File: config.mk
export PLATFORM = sky130hd
export DESIGN_NAME = pipelined_controller
export DESIGN_NICKNAME = d
export VERILOG_FILES = /design/src/rtl/pipelined_controller_pkg.sv /design/src/rtl/pipelined_controller_decode.sv /design/src/rtl/pipelined_controller.sv
export SDC_FILE = /design/constraint.sdc
export NUM_CORES = 1
export LEC_CHECK = 0
export ABC_CLOCK_PERIOD_IN_PS = 3100
export CAP_MARGIN = 25
export CORE_MARGIN = 2
export CORE_UTILIZATION = 30
export DETAILED_ROUTE_END_ITERATION = 12
export PLACE_DENSITY_LB_ADDON = 0.3
export SLEW_MARGIN = 15
export SYNTH_ARGS = -nofsm -noshare
export SYNTH_HDL_FRONTEND = slang
export SYNTH_SLANG_ARGS = --single-unit
File: constraint.sdc
create_clock -name clk -period 3.1 [get_ports clk]
set_input_delay 0.62 -clock clk [delete_from_list [all_inputs] [get_ports clk]]
set_output_delay 0.62 -clock clk [all_outputs]
set_load 0.05 [all_outputs]
File: src/rtl/pipelined_controller_pkg.sv
// Shared encodings for the MIPS pipeline controller: opcode/func codes, ALU codes,
// memory-size and branch encodings, and the per-stage control bundle layout.
package pipelined_controller_pkg;

    localparam logic [5:0] OP_RTYPE = 6'h00;
    localparam logic [5:0] OP_BEQ   = 6'h04;
    localparam logic [5:0] OP_BNE   = 6'h05;
    localparam logic [5:0] OP_ADDI  = 6'h08;
    localparam logic [5:0] OP_ADDIU = 6'h09;
    localparam logic [5:0] OP_SLTI  = 6'h0A;
    localparam logic [5:0] OP_SLTIU = 6'h0B;
    localparam logic [5:0] OP_ANDI  = 6'h0C;
    localparam logic [5:0] OP_ORI   = 6'h0D;
    localparam logic [5:0] OP_LUI   = 6'h0F;
    localparam logic [5:0] OP_LW    = 6'h23;
    localparam logic [5:0] OP_LBU   = 6'h24;
    localparam logic [5:0] OP_LHU   = 6'h25;
    localparam logic [5:0] OP_SB    = 6'h28;
    localparam logic [5:0] OP_SH    = 6'h29;
    localparam logic [5:0] OP_SW    = 6'h2B;

    localparam logic [5:0] FN_SLL  = 6'h00;
    localparam logic [5:0] FN_SRL  = 6'h02;
    localparam logic [5:0] FN_SRA  = 6'h03;
    localparam logic [5:0] FN_JR   = 6'h08;
    localparam logic [5:0] FN_ADD  = 6'h20;
    localparam logic [5:0] FN_ADDU = 6'h21;
    localparam logic [5:0] FN_SUB  = 6'h22;
    localparam logic [5:0] FN_SUBU = 6'h23;
    localparam logic [5:0] FN_AND  = 6'h24;
    localparam logic [5:0] FN_OR   = 6'h25;
    localparam logic [5:0] FN_NOR  = 6'h27;
    localparam logic [5:0] FN_SLT  = 6'h2A;

    localparam int ALU_CODE_W = 4;
    localparam logic [ALU_CODE_W-1:0] ALU_AND  = 4'd0;
    localparam logic [ALU_CODE_W-1:0] ALU_OR   = 4'd1;
    localparam logic [ALU_CODE_W-1:0] ALU_ADD  = 4'd2;
    localparam logic [ALU_CODE_W-1:0] ALU_ADDU = 4'd3;
    localparam logic [ALU_CODE_W-1:0] ALU_SLTU = 4'd4;
    localparam logic [ALU_CODE_W-1:0] ALU_NOR  = 4'd5;
    localparam logic [ALU_CODE_W-1:0] ALU_SUB  = 4'd6;
    localparam logic [ALU_CODE_W-1:0] ALU_SLT  = 4'd7;
    localparam logic [ALU_CODE_W-1:0] ALU_SLL  = 4'd8;
    localparam logic [ALU_CODE_W-1:0] ALU_SRL  = 4'd9;
    localparam logic [ALU_CODE_W-1:0] ALU_SRA  = 4'd10;
    localparam logic [ALU_CODE_W-1:0] ALU_SUBU = 4'd11;
    localparam logic [ALU_CODE_W-1:0] ALU_LUI  = 4'd12;

    localparam int SIZE_W = 2;
    localparam logic [SIZE_W-1:0] SIZE_BYTE = 2'b00;
    localparam logic [SIZE_W-1:0] SIZE_HALF = 2'b01;
    localparam logic [SIZE_W-1:0] SIZE_WORD = 2'b10;

    localparam int BR_W = 2;
    localparam logic [BR_W-1:0] BR_NONE = 2'b00;
    localparam logic [BR_W-1:0] BR_BEQ  = 2'b01;
    localparam logic [BR_W-1:0] BR_BNE  = 2'b10;

    typedef struct packed {
        logic [ALU_CODE_W-1:0] aluop;
        logic                  alusrc;
        logic                  shift;
        logic [BR_W-1:0]       branch;
        logic                  jr;
    } ex_ctrl_t;

    typedef struct packed {
        logic              read;
        logic              write;
        logic [SIZE_W-1:0] size;
    } mem_ctrl_t;

    typedef struct packed {
        logic regwrite;
        logic memtoreg;
    } wb_ctrl_t;

    typedef struct packed {
        logic      illegal;
        ex_ctrl_t  ex;
        mem_ctrl_t mem;
        wb_ctrl_t  wb;
    } ctrl_t;

    localparam int CTRL_W = $bits(ctrl_t);

    // ALU operation for the I-type arithmetic/logic group.
    function automatic logic [ALU_CODE_W-1:0] imm_aluop(input logic [5:0] op);
        case (op)
            OP_ADDI:  return ALU_ADD;
            OP_ADDIU: return ALU_ADDU;
            OP_SLTI:  return ALU_SLT;
            OP_SLTIU: return ALU_SLTU;
            OP_ANDI:  return ALU_AND;
            OP_ORI:   return ALU_OR;
            OP_LUI:   return ALU_LUI;
            default:  return ALU_ADD;
        endcase
    endfunction

endpackage

File: src/rtl/pipelined_controller_decode.sv
// Pure combinational opcode/func decoder producing the control bundle, the
// destination register and which source registers the instruction reads.
module control_decode
    import pipelined_controller_pkg::*;
#(
    parameter int RADDR_W = 5
) (
    input  logic [5:0]         opcode,
    input  logic [5:0]         func,
    input  logic [RADDR_W-1:0] rt,
    input  logic [RADDR_W-1:0] rd,
    output logic [CTRL_W-1:0]  ctrl_bits,
    output logic [RADDR_W-1:0] waddr,
    output logic               use_rs,
    output logic               use_rt
);

    ctrl_t              c;
    logic [RADDR_W-1:0] wa;

    always_comb begin
        c         = '0;
        c.ex.branch = BR_NONE;
        wa        = '0;
        use_rs    = 1'b0;
        use_rt    = 1'b0;
        case (opcode)
            OP_RTYPE: begin
                use_rs        = 1'b1;
                use_rt        = 1'b1;
                wa            = rd;
                c.wb.regwrite = 1'b1;
                case (func)
                    FN_ADD:  c.ex.aluop = ALU_ADD;
                    FN_ADDU: c.ex.aluop = ALU_ADDU;
                    FN_SUB:  c.ex.aluop = ALU_SUB;
                    FN_SUBU: c.ex.aluop = ALU_SUBU;
                    FN_AND:  c.ex.aluop = ALU_AND;
                    FN_OR:   c.ex.aluop = ALU_OR;
                    FN_NOR:  c.ex.aluop = ALU_NOR;
                    FN_SLT:  c.ex.aluop = ALU_SLT;
                    FN_SLL: begin
                        c.ex.aluop = ALU_SLL;
                        c.ex.shift = 1'b1;
                        use_rs     = 1'b0;
                    end
                    FN_SRL: begin
                        c.ex.aluop = ALU_SRL;
                        c.ex.shift = 1'b1;
                        use_rs     = 1'b0;
                    end
                    FN_SRA: begin
                        c.ex.aluop = ALU_SRA;
                        c.ex.shift = 1'b1;
                        use_rs     = 1'b0;
                    end
                    FN_JR: begin
                        c.ex.jr       = 1'b1;
                        c.wb.regwrite = 1'b0;
                        wa            = '0;
                    end
                    default: begin
                        c         = '0;
                        c.illegal = 1'b1;
                        wa        = '0;
                        use_rs    = 1'b0;
                        use_rt    = 1'b0;
                    end
                endcase
            end
            OP_ADDI, OP_ADDIU, OP_SLTI, OP_SLTIU, OP_ANDI, OP_ORI, OP_LUI: begin
                c.ex.alusrc   = 1'b1;
                c.ex.aluop    = imm_aluop(opcode);
                c.wb.regwrite = 1'b1;
                wa            = rt;
                use_rs        = (opcode != OP_LUI);
            end
            OP_LW, OP_LHU, OP_LBU: begin
                c.ex.alusrc   = 1'b1;
                c.ex.aluop    = ALU_ADD;
                c.mem.read    = 1'b1;
                c.wb.memtoreg = 1'b1;
                c.wb.regwrite = 1'b1;
                wa            = rt;
                use_rs        = 1'b1;
                c.mem.size    = (opcode == OP_LW)  ? SIZE_WORD :
                                (opcode == OP_LHU) ? SIZE_HALF : SIZE_BYTE;
            end
            OP_SW, OP_SH, OP_SB: begin
                c.ex.alusrc = 1'b1;
                c.ex.aluop  = ALU_ADD;
                c.mem.write = 1'b1;
                use_rs      = 1'b1;
                use_rt      = 1'b1;
                c.mem.size  = (opcode == OP_SW) ? SIZE_WORD :
                              (opcode == OP_SH) ? SIZE_HALF : SIZE_BYTE;
            end
            OP_BEQ, OP_BNE: begin
                c.ex.aluop  = ALU_SUB;
                c.ex.branch = (opcode == OP_BEQ) ? BR_BEQ : BR_BNE;
                use_rs      = 1'b1;
                use_rt      = 1'b1;
            end
            default: begin
                c.illegal = 1'b1;
            end
        endcase
        // $zero is never a real destination.
        if (wa == '0) c.wb.regwrite = 1'b0;
    end

    assign ctrl_bits = c;
    assign waddr     = wa;

endmodule

File: src/rtl/pipelined_controller.sv
// MIPS 5-stage pipeline control: ID decode, ID/EX -> EX/MEM -> MEM/WB control
// registers, load-use stall FSM with configurable bubble count, and EX-redirect flush.
module pipelined_controller
    import pipelined_controller_pkg::*;
#(
    parameter int ALUOP_W        = 4,
    parameter int RADDR_W        = 5,
    parameter int LOAD_USE_STALL = 1
) (
    input  logic               clk,
    input  logic               reset_n,
    input  logic               id_valid,
    input  logic [5:0]         id_opcode,
    input  logic [5:0]         id_func,
    input  logic [RADDR_W-1:0] id_rs,
    input  logic [RADDR_W-1:0] id_rt,
    input  logic [RADDR_W-1:0] id_rd,
    input  logic               ex_redirect,
    output logic               stall,
    output logic               flush,
    output logic [ALUOP_W-1:0] ex_aluop,
    output logic               ex_alusrc,
    output logic               ex_shift,
    output logic [1:0]         ex_branch,
    output logic               ex_jr,
    output logic               mem_read,
    output logic               mem_write,
    output logic [1:0]         mem_size,
    output logic               wb_regwrite,
    output logic               wb_memtoreg,
    output logic [RADDR_W-1:0] wb_waddr,
    output logic               illegal
);

    localparam logic [0:0] ST_RUN   = 1'b0;
    localparam logic [0:0] ST_STALL = 1'b1;
    localparam logic [1:0] CNT_INIT = 2'(LOAD_USE_STALL - 1);

    logic [CTRL_W-1:0]  dec_bits;
    ctrl_t              dec_ctrl;
    logic [RADDR_W-1:0] dec_waddr;
    logic               use_rs;
    logic               use_rt;

    logic [0:0]         state, state_nxt;
    logic [1:0]         cnt, cnt_nxt;
    logic               stall_c;
    logic               bubble;
    logic               hazard;
    logic               holding;

    ctrl_t              ctrl_p0;
    logic [RADDR_W-1:0] waddr_p0;
    logic               vld_p0;
    mem_ctrl_t          mem_p1;
    wb_ctrl_t           wb_p1;
    logic [RADDR_W-1:0] waddr_p1;
    logic               vld_p1;
    wb_ctrl_t           wb_p2;
    logic [RADDR_W-1:0] waddr_p2;
    logic               vld_p2;

    control_decode #(.RADDR_W(RADDR_W)) u_decode (
        .opcode    (id_opcode),
        .func      (id_func),
        .rt        (id_rt),
        .rd        (id_rd),
        .ctrl_bits (dec_bits),
        .waddr     (dec_waddr),
        .use_rs    (use_rs),
        .use_rt    (use_rt)
    );

    assign dec_ctrl = ctrl_t'(dec_bits);

    assign hazard = id_valid && vld_p0 && ctrl_p0.mem.read && (waddr_p0 != '0) &&
                    ((use_rs && (id_rs == waddr_p0)) || (use_rt && (id_rt == waddr_p0)));

    // A STALL cycle with cnt==0 is the release cycle and behaves like RUN.
    assign holding = (state == ST_STALL) && (cnt != 2'd0);

    always_comb begin
        state_nxt = state;
        cnt_nxt   = cnt;
        stall_c   = 1'b0;
        bubble    = !id_valid;
        if (ex_redirect) begin
            state_nxt = ST_RUN;
            cnt_nxt   = 2'd0;
            bubble    = 1'b1;
        end else if (holding) begin
            stall_c = 1'b1;
            bubble  = 1'b1;
            cnt_nxt = cnt - 2'd1;
        end else if (hazard) begin
            stall_c   = 1'b1;
            bubble    = 1'b1;
            state_nxt = ST_STALL;
            cnt_nxt   = CNT_INIT;
        end else begin
            state_nxt = ST_RUN;
        end
    end

    always_ff @(posedge clk or negedge reset_n) begin
        if (!reset_n) begin
            state    <= ST_RUN;
            cnt      <= 2'd0;
            ctrl_p0  <= '0;
            waddr_p0 <= '0;
            vld_p0   <= 1'b0;
            mem_p1   <= '0;
            wb_p1    <= '0;
            waddr_p1 <= '0;
            vld_p1   <= 1'b0;
            wb_p2    <= '0;
            waddr_p2 <= '0;
            vld_p2   <= 1'b0;
        end else begin
            state <= state_nxt;
            cnt   <= cnt_nxt;
            // ID -> EX
            if (bubble) begin
                ctrl_p0  <= '0;
                waddr_p0 <= '0;
                vld_p0   <= 1'b0;
            end else begin
                ctrl_p0  <= dec_ctrl;
                waddr_p0 <= dec_waddr;
                vld_p0   <= 1'b1;
            end
            // EX -> MEM
            mem_p1   <= ctrl_p0.mem;
            wb_p1    <= ctrl_p0.wb;
            waddr_p1 <= waddr_p0;
            vld_p1   <= vld_p0;
            // MEM -> WB
            wb_p2    <= wb_p1;
            waddr_p2 <= waddr_p1;
            vld_p2   <= vld_p1;
        end
    end

    assign stall       = stall_c;
    assign flush       = ex_redirect;
    assign ex_aluop    = ALUOP_W'(ctrl_p0.ex.aluop);
    assign ex_alusrc   = ctrl_p0.ex.alusrc;
    assign ex_shift    = ctrl_p0.ex.shift;
    assign ex_branch   = ctrl_p0.ex.branch;
    assign ex_jr       = ctrl_p0.ex.jr;
    assign illegal     = ctrl_p0.illegal & vld_p0;
    assign mem_read    = mem_p1.read & vld_p1;
    assign mem_write   = mem_p1.write & vld_p1;
    assign mem_size    = mem_p1.size;
    assign wb_regwrite = wb_p2.regwrite & vld_p2;
    assign wb_memtoreg = wb_p2.memtoreg;
    assign wb_waddr    = waddr_p2;

endmodule

**After elaboration in Yosys (flattened, before gate mapping)**

Cells that the tools add are included.

- Output and inout bits: 23
- Flip-flop bits (word level): 45

- Reductions and logical operators: 29
- Bitwise gates (word level): 4
- Add/sub/neg operators: 1
- Mux-type cells: 42
- Equality and inequality tests: 30

Operators by type and width:

| operator | count |
|---|---|
| equality test 6 bit (second input constant) | 14 |
| equality test 6 x 4 -> 1 bit (second input constant) | 8 |
| one-hot mux 4 bit (10 select lines) | 1 |
| one-hot mux 4 bit (6 select lines) | 1 |
| two-way mux 1 bit | 23 |
| two-way mux 16 bit | 1 |
| one-hot mux 4 bit (4 select lines) | 1 |
| OR reduction 15 bit | 1 |
| two-way mux 2 bit | 7 |
| OR reduction 13 bit | 1 |
| equality test 6 x 2 -> 1 bit (second input constant) | 2 |
| equality test 6 x 3 -> 1 bit (second input constant) | 2 |
| zero test 6 bit | 2 |
| OR reduction 12 bit | 1 |
| OR reduction 11 bit | 1 |
| equality test 5 bit | 2 |
| two-way mux 5 bit | 2 |
| one-hot mux 5 bit (2 select lines) | 1 |
| OR reduction 10 bit | 1 |
| OR reduction 3 bit | 3 |
| OR reduction 9 bit | 1 |
| OR reduction 8 bit | 1 |
| logical AND 1 bit | 7 |
| OR reduction 7 bit | 1 |
| 16 further kinds | 21 |

**Depth between registers and ports, before layout**

- Depth in word-level cells: 11
- Depth in mapped cells: 8

**Modules after synthesis**

Synthesis repeated with hierarchy kept, for this count alone.

- Cell total of the unflattened synthesis: 252
- Area total of the unflattened synthesis: 2379.8 um^2

Modules (own cells, without submodules):

| module | area each (um^2) | times used | cells an instance | seq. area each (um^2) |
|---|---|---|---|---|
| pipelined_controller | 1700.4 | 1 | 141 | 1126.1 |
| control_decode | 679.4 | 1 | 111 | 0.0 |

**Worst setup path before layout**

Ideal clock, no wire load.

- Kind: input to output
- Start: input port id_func[0]
- End: output port stall
- Buffers on the path: 1
- Data required time: 2.480 ns
- Path slack: -0.051 ns
- Arrival time: 2.531 ns
- Stages on the path: 6
- Path through: buf_6 or4b_4 a21o_1 a21oi_2 o211ai_2 a21oi_1

- Cells in the longest elaborated chain, start to end: 10
- Elaborated cells between the ends (all ways): 25
- Classes of those cells: eq/ne (11); mux (7); reduce/logical (7)

Ends and longest elaborated chain:

| what | RTL line | source |
|---|---|---|
| from (decl) | pipelined_controller.sv:14 | `input logic [5:0] id_func,` |
| equality test 6 bit (tied with other cells) | pipelined_controller_decode.sv:33 | `case (func)` |
| OR reduction 9 bit (no line) / OR reduction 12 bit (equally long branches) | n/a |  |
| two-way mux 1 bit | pipelined_controller_decode.sv:33 |  |
| one-hot mux 1 bit (3 select lines) / one-hot mux 1 bit (2 select lines) (equally long branches) | pipelined_controller_decode.sv:27 | `case (opcode)` |
| logical AND 1 bit | pipelined_controller.sv:77 | `((use_rs && (id_rs == waddr_p0)) \|\| (use_rt && (id_rt == waddr_p0)));` |
| logical OR 1 bit * | pipelined_controller.sv:77 |  |
| logical AND 1 bit * | pipelined_controller.sv:76 | `assign hazard = id_valid && vld_p0 && ctrl_p0.mem.read && (waddr_p0 != '0) &&` |
| two-way mux 1 bit * | pipelined_controller.sv:95 | `end else if (hazard) begin` |
| two-way mux 1 bit * | pipelined_controller.sv:91 | `end else if (holding) begin` |
| two-way mux 1 bit * | pipelined_controller.sv:87 | `if (ex_redirect) begin` |
| to (decl) | pipelined_controller.sv:19 | `output logic stall,` |

Mark *: on every way between the ends. The rest lies on a longest branch, timed or not.

**Worst setup path after layout**

- Start: input port id_rt[4]
- End: output port stall

- Cells in the longest elaborated chain, start to end: 7

Ends and longest elaborated chain:

| what | RTL line | source |
|---|---|---|
| from (decl) | pipelined_controller.sv:16 | `input logic [RADDR_W-1:0] id_rt,` |
| equality test 5 bit | pipelined_controller.sv:77 |  |
| logical AND 1 bit | pipelined_controller.sv:77 |  |
| logical OR 1 bit | pipelined_controller.sv:77 |  |
| logical AND 1 bit | pipelined_controller.sv:76 |  |
| two-way mux 1 bit | pipelined_controller.sv:95 |  |
| two-way mux 1 bit | pipelined_controller.sv:91 |  |
| two-way mux 1 bit | pipelined_controller.sv:87 |  |

Every way passes these cells.

==> run metrics <==
gr ovfl total 0; Sum Neg Setup Slack 0 ns; Clock Latency Late Sink 0.28 ns; peak supply drop 0.145 mV; commonest non-fill, non-tap cell in the layout clkdlybuf4s50_1; CP Cell Sequence clkdlybuf4s50_1, xnor2_1, nand3_1, o41ai_1, buf_4, o31ai_2, a21oi_2, buf_12; Net Count, Synth 242; Compound-Gate Fraction of Synth Area 15.7%; final setup violation count 0; All-Layer GR Usage 12.9%; wire per inst 13.4 um; design area 3140 um^2; Post-synth ARST share 100%; Post-synth EDFFs 0; M2 GR Usage 20.9%; Synth Area in XOR/XNOR 4.70%; initial cell density of the core 30.8%; Post-DP Area 2960 um^2; Hold Path Class in -> async; Req. time, crit path 2.48 ns; global-route wire length before repair 8530 um; Unique masters post-synth 56; Crit-path slowest cell clkdlybuf4s50_1; Setup crit start id_rt[4]; Die X 90.4 um; RSZ-0062 raised after global routing no; WP data arrival 2.35 ns; internal power 0.837 mW; Num CTS Buffers 5; Clk network pwr share 30.8%; Layout Skew 0.00380 ns; r2r endpoint ex_shift$_DFF_PN0_; Slew Viols, Final 0; Pwr Total 1.12 mW; final WL 5120 um; CP peak stage delay 0.53 ns; Pre-Repair DR Iteration Count 4; largest family of logic cells by synthesized area simple AND/OR/NAND/NOR gates; Worst setup EP type output pin; P_leak 1.36 nW; Ys Warns 0; Die Ht 90.4 um; pwr dens 355 nW/um^2; DP HPWL 3910 um; sequential area share after synthesis 48.1%; switching share of total power 24.9%; Syn Area/Cell 10.7 um^2; Ports 54; fraction of the mapped netlist area in adder cells 0.559%; mux contribution to synthesized area 0.895%; #FFs+latches synth 43; Hold Vio Cnt, Final 0; via count 1755; layout cell share with drive strength beyond 1 27.3%; critical path type in -> out; prevailing post-synth register cell dfrtp_1; crit path max fanout 3; Die ar. 8160 um^2; Clock transition at path regs 0.07 ns; Slew HR 55.4%; max-cap check violation count 0; met3 usage 3.01%; Psw 0.278 mW; Place WS -0.0550 ns; Layout Nets 314; Slew @ Worst Pin 0.653 ns; Worst R2R Path Depth 9; vias per cell 4.61; number of global-route vias before repair 1779; clk buf depth 2; Area Growth Syn to Fin 40.4%; Flop pwr share 51.3%; Initial DRC Count 52; n_diodes 0; met1 usage 17.0%; Clock Tree Root clkbuf_8; reg2reg start waddr_p0[1]$_DFF_PN0_; GR peak layer met2; PortBufs 53; CP Launch Type input port; FP Rows 31; pin count of the biggest net entering global routing 44; GP Congestion 0.849; number of antenna-violating nets in the routed design 0; Gate power share 18.0%; crit share post-route 95.9%; post-route setup slack 0.126 ns; htree depth 2; Mapped Area 2240 um^2; core area 7250 um^2; most frequent cells in the layout clkdlybuf4s50_1 (46), dfrtp_1 (43), buf_4 (32), o21ai_0 (11), nor2_2 (11); DRC errors left 0; Max Freq 0.336 GHz; R2R setup slack 0.72 ns; cell count after synthesis 210; status finished clean; hold_ws 0.192 ns; Simple-Gate Fraction of Synth Area 21.6%; initial antenna violation count 0; CTS tree done; CTS Sinks 43; min Tclk post-route 2.97 ns
[cell type report]
| cell class | instances | area, um^2 |
|---|---|---|
| clock inverters | 1 | 5.00 |
| inverters | 9 | 33.8 |
| fillers | 735 | 4110 |
| well taps | 99 | 124 |
| clock buffers | 6 | 82.6 |
| multi-input cells | 137 | 1010 |
| flip-flops and latches | 43 | 1080 |
| repair buffers | 86 | 808 |
[synthesized netlist by cell type (2+ instances only)]
cell       n  area share [%]
nor2_1     8             1.3
a211oi_1   2            0.67
a22oi_1    6             2.0
a32oi_1    3             1.2
nor3_2     2            0.89
xnor2_1    9             3.5
nand2_1    8             1.3
nor3b_2    2             1.1
dfrtp_1   43              48
nand3_1    4            0.89
and2_1     6             1.7
a21oi_2    2            0.78
xor2_1     3             1.2
nor4_2     2             1.1
or2_2      2            0.56
or4_1      3             1.0
nand2b_1   6             1.7
o21ai_1    2            0.45
a21o_1     2            0.67
inv_1      8             1.3
o21ai_0   11             2.5
buf_4      9             3.0
nor3_1     4            0.89
mux2i_1    2            0.89
and3_1     2            0.56
a21oi_1   10             2.2
buf_6      3             1.5
buf_2      7             1.6
nor2b_1    3            0.84
nor2_2    10             2.8
[metrics by stage]
step	util, %	std cells
5_1_grt	43.3	381
3_5_place_dp	40.8	370
2_1_floorplan	-	210
6_report	43.3	381
4_1_cts	42.3	379
3_3_place_gp	40.8	370
[repair_timing]
action                                  CTS  global route
pin swaps                                 5             7
resized for setup                         0            12
endpoints found under the setup margin    1             1
hold endpoints to repair                  0             0
buffers inserted                          2             1
hold buffers                              0             0
gates cloned                              0             0
[cell families after synthesis]
kind of cell | after synthesis
xor gates and xnor gates | 12
and+or+nand+nor | 72
AOI/OAI and AO/OA | 50
buffers and inverters | 30
adders and majority gates | 1
DFF | 43
muxes | 2
[worst max path at each step]
stage / end / slack [ns] / cells past startpoint
CTS: stall / 0.02 / 7
detailed placement: stall / -0.06 / 7
global route: stall / 0.04 / 8
finish: stall / 0.13 / 8
floorplan: stall / 0.21 / 6
global placement: stall / -0.05 / 7
[power groups by stage]
stage | clock [mW] | sequential, mW | combinational, mW
floorplan | 0 | 0.587 | 0.0956
global placement | 0 | 0.583 | 0.193
detailed placement | 0 | 0.583 | 0.194
CTS | 0.358 | 0.572 | 0.195
global route | 0.375 | 0.573 | 0.219
finish | 0.343 | 0.572 | 0.200
[critical path, delay by kind of cell]
kind	cells	cell delay, ns
buf+inv	3	0.87
compound gates	3	0.64
xor+xnor	1	0.13
simple gates	1	0.10
[routing by layer]
layer,up-vias,part of all wire [%]
met4,0,0.88
met5,-,0
met1,834,46
met3,4,4.3
met2,46,49
li1,871,-
[state kept, by name (all words and copies together), names as in the netlist]
register / cells
cnt: 2
ctrl_p0: 6
ex_aluop: 4
ex_alusrc: 1
ex_branch: 2
ex_jr: 1
ex_shift: 1
mem_p1: 2
mem_size: 2
state: 1
vld_p0: 1
vld_p1: 1
vld_p2: 1
waddr_p0: 5
waddr_p1: 5
wb_memtoreg: 1
wb_p1: 1
wb_p2: 1
wb_waddr: 5
Power figures use the tool's default switching activity.
